## config.mk

```make
export PLATFORM = sky130hd
export DESIGN_NAME = sdram_port_arbiter
export DESIGN_NICKNAME = d
export VERILOG_FILES = /design/src/rtl/sdram_arb_pkg.sv /design/src/rtl/arb_cycle_counter.sv /design/src/rtl/sdram_port_arbiter.sv
export SDC_FILE = /design/constraint.sdc
export NUM_CORES = 1
export LEC_CHECK = 0
export CAP_MARGIN = 40
export CORE_ASPECT_RATIO = 0.7
export CORE_MARGIN = 1.5
export CORE_UTILIZATION = 55
export CTS_BUF_LIST = sky130_fd_sc_hd__clkbuf_16
export DETAILED_ROUTE_END_ITERATION = 16
export DONT_BUFFER_PORTS = 1
export GPL_ROUTABILITY_DRIVEN = 0
export PLACE_DENSITY_LB_ADDON = 0.1
export SLEW_MARGIN = 5
export SYNTH_ARGS = -nofsm -noshare
export SYNTH_HDL_FRONTEND = slang
export SYNTH_SLANG_ARGS = --single-unit
export TNS_END_PERCENT = 1
```

## constraint.sdc

```tcl
create_clock -name clk -period 2.1 [get_ports clk]
set_input_delay 0.21 -clock clk [delete_from_list [all_inputs] [get_ports clk]]
set_output_delay 0.21 -clock clk [all_outputs]
set_load 0.005 [all_outputs]
```

## src/rtl/sdram_arb_pkg.sv

```systemverilog
// rtl/sdram_arb_pkg.sv - shared types and width defaults for the SDRAM port arbiter
package sdram_arb_pkg;

  localparam int ADDR_W_DEF = 26;
  localparam int DATA_W_DEF = 32;

  typedef enum logic [1:0] {
    ST_IDLE    = 2'd0,
    ST_RD_WAIT = 2'd1,
    ST_WR_HOLD = 2'd2
  } arb_state_t;

endpackage

```

## src/rtl/arb_cycle_counter.sv

```systemverilog
// rtl/arb_cycle_counter.sv - per-transaction cycle counter with rollover flag
module arb_cycle_counter #(
  parameter int CNT_W = 8
) (
  input  logic             clk,
  input  logic             n_rst,
  input  logic             clear,
  input  logic             count_enable,
  input  logic [CNT_W-1:0] rollover_val,
  output logic             rollover_flag
);

  logic [CNT_W-1:0] r_count;

  // Flag marks the rollover_val-th enabled cycle since the last clear.
  assign rollover_flag = count_enable && (r_count == (rollover_val - CNT_W'(1)));

  always_ff @(posedge clk or negedge n_rst) begin
    if (!n_rst) begin
      r_count <= '0;
    end else if (clear) begin
      r_count <= '0;
    end else if (count_enable) begin
      r_count <= rollover_flag ? '0 : r_count + CNT_W'(1);
    end
  end

endmodule

```

## src/rtl/sdram_port_arbiter.sv

```systemverilog
// rtl/sdram_port_arbiter.sv - two-port read/write arbiter in front of a simple SDRAM controller
module sdram_port_arbiter
  import sdram_arb_pkg::*;
#(
  parameter int ADDR_W     = ADDR_W_DEF,
  parameter int DATA_W     = DATA_W_DEF,
  parameter int RD_TIMEOUT = 255,
  parameter int WR_HOLD    = 2
) (
  input  logic              clk,
  input  logic              n_rst,
  input  logic              rd_req,
  input  logic [ADDR_W-1:0] rd_addr,
  output logic              rd_grant,
  output logic [DATA_W-1:0] rd_data,
  output logic              rd_valid,
  input  logic              wr_req,
  input  logic [ADDR_W-1:0] wr_addr,
  input  logic [DATA_W-1:0] wr_data,
  output logic              wr_grant,
  output logic              wr_done,
  output logic              sdram_read_en,
  output logic              sdram_write_en,
  output logic [ADDR_W-1:0] address_sdram,
  output logic [DATA_W-1:0] writeData_sdram,
  input  logic [DATA_W-1:0] data_sdram,
  input  logic              sdram_datareadvalid,
  output logic              timeout_err,
  input  logic              clear_err
);

  localparam int MAX_CNT = (RD_TIMEOUT > WR_HOLD) ? RD_TIMEOUT : WR_HOLD;
  localparam int CNT_W   = $clog2(MAX_CNT + 1);

  arb_state_t        r_state;
  arb_state_t        w_next_state;
  logic [ADDR_W-1:0] r_addr;
  logic [DATA_W-1:0] r_wdata;
  logic [DATA_W-1:0] r_rd_data;
  logic              r_last_was_wr;
  logic              r_rd_grant;
  logic              r_wr_grant;
  logic              r_rd_valid;
  logic              r_timeout_err;
  logic              w_idle;
  logic              w_accept_rd;
  logic              w_accept_wr;
  logic              w_roll;
  logic              w_rd_done;
  logic              w_timeout;
  logic [CNT_W-1:0]  w_roll_val;

  assign w_idle = (r_state == ST_IDLE);

  // On a tie the requester that was not served last wins.
  assign w_accept_wr = w_idle && wr_req && (!rd_req || !r_last_was_wr);
  assign w_accept_rd = w_idle && rd_req && (!wr_req || r_last_was_wr);

  assign w_roll_val = (r_state == ST_RD_WAIT) ? CNT_W'(RD_TIMEOUT) : CNT_W'(WR_HOLD);

  arb_cycle_counter #(
    .CNT_W(CNT_W)
  ) u_cycle_counter (
    .clk          (clk),
    .n_rst        (n_rst),
    .clear        (w_idle),
    .count_enable (!w_idle),
    .rollover_val (w_roll_val),
    .rollover_flag(w_roll)
  );

  always_ff @(posedge clk or negedge n_rst) begin
    if (!n_rst) begin
      r_state <= ST_IDLE;
    end else begin
      r_state <= w_next_state;
    end
  end

  always_comb begin
    w_next_state    = r_state;
    sdram_read_en   = 1'b0;
    sdram_write_en  = 1'b0;
    address_sdram   = '0;
    writeData_sdram = '0;
    wr_done         = 1'b0;
    w_rd_done       = 1'b0;
    w_timeout       = 1'b0;
    case (r_state)
      ST_IDLE: begin
        if (w_accept_wr) begin
          w_next_state = ST_WR_HOLD;
        end else if (w_accept_rd) begin
          w_next_state = ST_RD_WAIT;
        end
      end
      ST_RD_WAIT: begin
        sdram_read_en = 1'b1;
        address_sdram = r_addr;
        // Returned data beats a timeout landing in the same cycle.
        w_rd_done     = sdram_datareadvalid || w_roll;
        w_timeout     = w_roll && !sdram_datareadvalid;
        if (w_rd_done) begin
          w_next_state = ST_IDLE;
        end
      end
      ST_WR_HOLD: begin
        sdram_write_en  = 1'b1;
        address_sdram   = r_addr;
        writeData_sdram = r_wdata;
        wr_done         = w_roll;
        if (w_roll) begin
          w_next_state = ST_IDLE;
        end
      end
      default: begin
        w_next_state = ST_IDLE;
      end
    endcase
  end

  always_ff @(posedge clk or negedge n_rst) begin
    if (!n_rst) begin
      r_addr        <= '0;
      r_wdata       <= '0;
      r_rd_data     <= '0;
      r_last_was_wr <= 1'b0;
      r_rd_grant    <= 1'b0;
      r_wr_grant    <= 1'b0;
      r_rd_valid    <= 1'b0;
      r_timeout_err <= 1'b0;
    end else begin
      r_rd_grant <= w_accept_rd;
      r_wr_grant <= w_accept_wr;
      r_rd_valid <= w_rd_done;
      if (w_accept_wr) begin
        r_addr        <= wr_addr;
        r_wdata       <= wr_data;
        r_last_was_wr <= 1'b1;
      end else if (w_accept_rd) begin
        r_addr        <= rd_addr;
        r_last_was_wr <= 1'b0;
      end
      if ((r_state == ST_RD_WAIT) && sdram_datareadvalid) begin
        r_rd_data <= data_sdram;
      end else if (w_timeout) begin
        r_rd_data <= '0;
      end
      if (w_timeout) begin
        r_timeout_err <= 1'b1;
      end else if (clear_err) begin
        r_timeout_err <= 1'b0;
      end
    end
  end

  assign rd_grant    = r_rd_grant;
  assign wr_grant    = r_wr_grant;
  assign rd_valid    = r_rd_valid;
  assign rd_data     = r_rd_data;
  assign timeout_err = r_timeout_err;

endmodule
```

==> results of run 1 <==
-- cells in the mapped netlist (2+ instances only) --
cell      number
nand2_1      126
dfrtp_1      105
and2_1        60
a22o_1        30
o21ai_0       27
mux2i_1       26
clkbuf_1      17
nor2_1        11
inv_1          8
nand3_1        7
xor2_1         5
buf_2          4
ha_1           4
a22o_2         3
buf_1          3
buf_6          3
a21oi_1        2
and4_1         2
nand4_1        2
-- cell type report --
class,count,area share [%]
Clock buffer,9,3.91
Clock inverter,7,1.13
Inverter,8,0.521
Multi-Input combinational cell,320,33.3
Sequential cell,105,45.6
Tap cell,101,2.19
Timing Repair Buffer,76,13.3
-- registers in the layout (all words and copies together), names as in the netlist --
register / count
rd_valid: 1
rd_grant: 1
r_last_was_wr: 1
timeout_err: 1
r_addr: 26
r_state: 2
r_wdata: 32
wr_grant: 1
u_cycle_counter.r_count: 8
rd_data: 32
-- power by group --
part           internal [mW]  switching (mW)
logic                   1.19            1.48
clock network          0.831           0.775
registers               2.90           0.580
-- layout by cell type, fill, tap and decap left out, types with 2 or more instances in the layout --
cell,n
nand2_1,126
dfrtp_1,105
dlygate4sd3_1,63
and2_1,60
a22o_1,30
o21ai_0,27
mux2i_1,26
nor2_1,11
buf_4,10
inv_1,9
clkbuf_16,9
nand3_1,6
xor2_1,5
a22o_2,3
inv_6,3
buf_12,3
and4_1,2
nand4_1,2
ha_1,2
-- final timing paths --
path / startpoint / endpoint / slack [ns] / cells past startpoint
worst min-delay path: n_rst / r_wdata[15] / -0.45 / 0
worst min register to register: r_addr[21] / r_addr[21] / 0.47 / 2
worst max register to register: r_state[1] / rd_data[2] / 0.20 / 7
min in group clk: data_sdram[27] / rd_data[27] / -0.01 / 1
max in group asynchronous: n_rst / r_wdata[28] / 2.41 / 0
worst max-delay path: r_state[1] / wr_done / 0.07 / 6
-- per-stage QoR --
step	TNS (ns)	utilization (%)	setup slack (ns)	std cells	hold slack, ns
after CTS	0	71.4	0.0357	625	-0.462
final	0	71.6	0.0721	626	-0.450
after floorplan	0	-	0.273	460	-0.0856
after global routing	-0.0127	71.6	-0.0127	626	-0.472
after detailed placement	0	59.7	0.0702	546	-0.0834
after global placement	0	59.7	0.200	546	-0.0830
-- critical path: stages (launching register included) --
cell and delay [ns]:
dfrtp_1 0.40, inv_1 0.11, ha_4 0.20, nor4b_2 0.24
nand3_1 0.17, a21oi_2 0.18, and2_1 0.18
-- layer usage --
layer | track usage, % | routed length (um) | vias up
li1 | - | - | 1637
met1 | 32.6 | 4820 | 1714
met2 | 42.7 | 5620 | 147
met3 | 7.77 | 781 | 20
met4 | 8.00 | 184 | 0
met5 | 0 | 0 | -
-- timing repair --
| item | in CTS | in global routing |
|---|---|---|
| endpoints found under the hold margin | 167 | 106 |
| resized for setup | 4 | 2 |
| setup buffers | 1 | 0 |
| gates cloned | 0 | 0 |
| setup endpoints to repair | 1 | 21 |
| hold buffers | 62 | 1 |
| pin swaps | 1 | 0 |
-- kinds of logic after synthesis --
family | count (synthesis)
flops | 105
simple gates | 216
buf+inv | 35
mux | 26
compound gates | 68
xor+xnor | 6
fa+ha+maj | 4
==> run metrics, run 1 <==
status finished with violations; failing checks negative hold slack; sequential area share after synthesis 56.3%; largest family of logic cells by synthesized area simple AND/OR/NAND/NOR gates; Post-DP Area 4800 um2; drc violations 0; crit end category output pin; Final Total Pwr 7.75 mW; Nets 646; ANT nets after route 0; Synth Area in Adders 1.07%; Mapped Area 4660 um2; # rows 27; CTS buffer count 9; Max Transition Viols Final 0; WL final 11,400 um; endpoints failing hold 106; clock sinks 105; Critical Path AT 1.82 ns; CTS H-tree depth 3; period utilization 96.6%; fmax 0.493 GHz; Synth Area in XOR/XNOR 1.13%; Sequential cell area 2630 um2; Post-synth EDFFs 0; dominant synthesized flop cell dfrtp_1; Avg Cell Area, Syn 10.1 um2; Starting Density 58.0%; reported max-cap violation count 0; warnings from Yosys 0; area of the multi-input gates 1920 um2; synthesized flop and latch total 105; DR vias 3,518; top cell type by total area after synthesis dfrtp_1; unrepaired setup endpoints after global routing true; fraction of layout cells with a size suffix above 1 8.00%; PortBufs 0; Core Region 8040 um2; design area 5760 um2; CP startpoint kind flip-flop; library cells used by synthesis 34; Detailed Routing Iterations Pass 1 4; # diodes 0; CP Data Required Time 1.89 ns; worst-margin pin slew 0.663 ns; compound-gate portion of the synthesized area 10.6%; Routed WL per cell 18.2 um; Clk pin slew, worst setup/hold paths 0.08 ns; first-pass GRT wire length 17,900 um; die area 9050 um2; Mapped Nets 586; Die X-Extent 113 um; Slew headroom 55.6%; min cycle time layout 2.03 ns; Hold Path Class in -> async; TritonCTS clock tree built; cells after synthesis 460; Vias/cell 5.62; largest net degree at the start of global routing 106; Die H 80.1 um; clock buffer depth 2; GRT Overall Usage 25.7%; Synth-to-Final Area Change 23.5%; First DRT Iteration DRCs 245; Filler cells 603; initial antenna violation count 0; vias in the first global route 3,507; multiplexer share of the synthesized area 5.58%; Finish-stage setup viols 0; WHS -0.450 ns; Pleak 2.85 nW; largest cells by area after synthesis dfrtp_1, nand2_1, and2_1, a22o_1, mux2i_1; Synth async-reset ratio 100%; Congestion Overflow GR 0; Worst-Skew Late Latency 0.34 ns; critical path class reg -> out; cell area power density 1350 nW/um2; DP HPWL 7300 um; skew final 0.00753 ns; peak supply drop 0.831 mV; # IOs 219; Worst Path Max Fanout 5; post-synthesis simple-gate area fraction 21.9%; Clock Tree Root clkbuf_16; share of the synthesized area in the top cell type 56.3%
No activity file was read; power rests on OpenSTA's default activity.
==> run 2, diff against run 1 <==
--- a/config.mk
+++ b/config.mk
@@ -9,7 +9,6 @@
 export CORE_ASPECT_RATIO = 0.7
 export CORE_MARGIN = 1.5
 export CORE_UTILIZATION = 55
-export CTS_BUF_LIST = sky130_fd_sc_hd__clkbuf_16
 export DETAILED_ROUTE_END_ITERATION = 16
 export DONT_BUFFER_PORTS = 1
 export GPL_ROUTABILITY_DRIVEN = 0
==> run metrics, run 2 (synthesis gave the netlist of run 1 again) <==
Nets 646 (unchanged); most common cell after layout, fill and taps aside nand2_1 (unchanged); # IOs 219 (unchanged); Routed WL per cell 18.2 um (about the same); unrepaired setup endpoints after global routing true (unchanged); Slew headroom 55.6% (about the same); initial antenna violation count 0 (unchanged); skew final 0.00729 ns (was 0.00753 ns); vias in the first global route 3,505 (was 3,507); Vias/cell 5.60 (was 5.62); Worst Path Max Fanout 5 (unchanged); reg-to-reg slack, setup 0.20 ns (about the same); max incr delay on CP 0.40 ns (about the same); Detailed Routing Iterations Pass 1 4 (unchanged); Max Transition Viols Final 0 (unchanged); TritonCTS clock tree built (unchanged); worst-margin pin slew 0.664 ns (was 0.663 ns); min cycle time layout 2.03 ns (about the same); reported max-cap violation count 0 (unchanged); Die X-Extent 113 um (unchanged); slowest CP cell dfrtp_1 (unchanged); Synth-to-Final Area Change 23.5% (unchanged); # rows 27 (unchanged); clock buffer depth 2 (unchanged); DR vias 3,505 (was 3,518); Core Region 8040 um2 (unchanged); cell area power density 1350 nW/um2 (about the same); Clk pin slew, worst setup/hold paths 0.07 ns (was 0.08 ns); clock sinks 105 (unchanged); status finished with violations (unchanged); failing checks negative hold slack (unchanged); CP Cell Sequence inv_1, ha_4, nor4b_2, nand3_1, a21oi_2, and2_1 (unchanged); First DRT Iteration DRCs 261 (was 245); Worst-Skew Late Latency 0.34 ns (about the same); die area 9050 um2 (unchanged); Hold Path Class in -> async (unchanged); Finish-stage setup viols 0 (unchanged); WHS -0.449 ns (was -0.450 ns); setup TNS 0 ns (unchanged); Starting Density 58.0% (unchanged); WL final 11,400 um (about the same); GRT Overall Usage 25.7% (about the same); Die H 80.1 um (unchanged); PortBufs 0 (unchanged); CP Data Required Time 1.89 ns (about the same); fmax 0.493 GHz (about the same); endpoints failing hold 106 (unchanged); crit path from r_state[1] (unchanged); critical path class reg -> out (unchanged); drc violations 0 (unchanged); CTS H-tree depth 3 (unchanged); peak supply drop 0.831 mV (about the same); period utilization 96.5% (was 96.6%); Final Total Pwr 7.76 mW (was 7.75 mW); worst flop-to-flop path endpoint rd_data[2] (unchanged); Clock Tree Root clkbuf_16 (unchanged); Setup crit end wr_done (unchanged); RR Startpoint r_state[1] (unchanged); most frequent cells in the layout nand2_1, dfrtp_1, dlygate4sd3_1 (unchanged); FF-to-FF path depth 7 (unchanged); DP HPWL 7300 um (unchanged); largest net degree at the start of global routing 106 (unchanged); fraction of layout cells with a size suffix above 1 8.00% (unchanged); # diodes 0 (unchanged); Congestion Overflow GR 0 (unchanged); ANT nets after route 0 (unchanged); Pleak 2.84 nW (was 2.85 nW); CP startpoint kind flip-flop (unchanged); CTS buffer count 9 (unchanged); Critical Path AT 1.82 ns (about the same); crit end category output pin (unchanged); first-pass GRT wire length 17,900 um (about the same)
-- run 2: worst min-delay path by stage --
stage / end / startpoint
after floorplan: r_addr[0] / n_rst
after global placement: r_wdata[15] / n_rst
after detailed placement: r_wdata[15] / n_rst
after CTS: r_wdata[15] / n_rst
after global routing: r_wdata[15] / n_rst
final: r_wdata[15] / n_rst
-- run 2: per-layer routing --
layer	vias up	share of wire, %	track usage [%]
met5	-	0	0
li1	1637	-	-
met1	1704	42	32.6
met2	142	49	42.8
met3	22	6.9	7.77
met4	0	1.7	8.00
-- run 2: repair_timing --
item / in CTS / in global routing
setup endpoints to repair: 1 / 21
gates resized for setup: 4 / 2
buffers inserted: 1 / 0
endpoints found under the hold margin: 167 / 106
hold buffers: 62 / 1
pin swaps: 1 / 0
-- run 2: layout make-up --
type	instances	area (um2)
Clock buffer	10	229
Clock inverter	6	61.3
Fill cell	603	2280
Inverter	8	30.0
Multi-Input combinational cell	320	1920
Sequential cell	105	2630
Tap cell	101	126
Timing Repair Buffer	76	766
-- run 2: per-stage QoR --
step | instance area [um2] | std cells | hold WS [ns] | util, % | setup slack (ns)
6_report | 5760 | 626 | -0.449 | 71.6 | 0.0727
3_5_place_dp | 4800 | 546 | -0.0834 | 59.7 | 0.0702
5_1_grt | 5760 | 626 | -0.472 | 71.6 | -0.0127
2_1_floorplan | 4660 | 460 | -0.0856 | - | 0.273
3_3_place_gp | 4800 | 546 | -0.0830 | 59.7 | 0.200
4_1_cts | 5740 | 625 | -0.463 | 71.4 | 0.0357
-- run 2: worst max-delay path: cells and delay by family (launching register included) --
kind | cells | cell delay [ns]
compound gates | 1 | 0.18
fa+ha+maj | 1 | 0.19
buf+inv | 1 | 0.11
flops | 1 | 0.40
simple gates | 3 | 0.59
-- run 2: power by group --
part           internal [mW]  switching, mW  leakage (nW)
Combinational           1.19           1.48          1.38
Sequential              2.90          0.579          1.32
Clock                  0.836          0.771         0.139
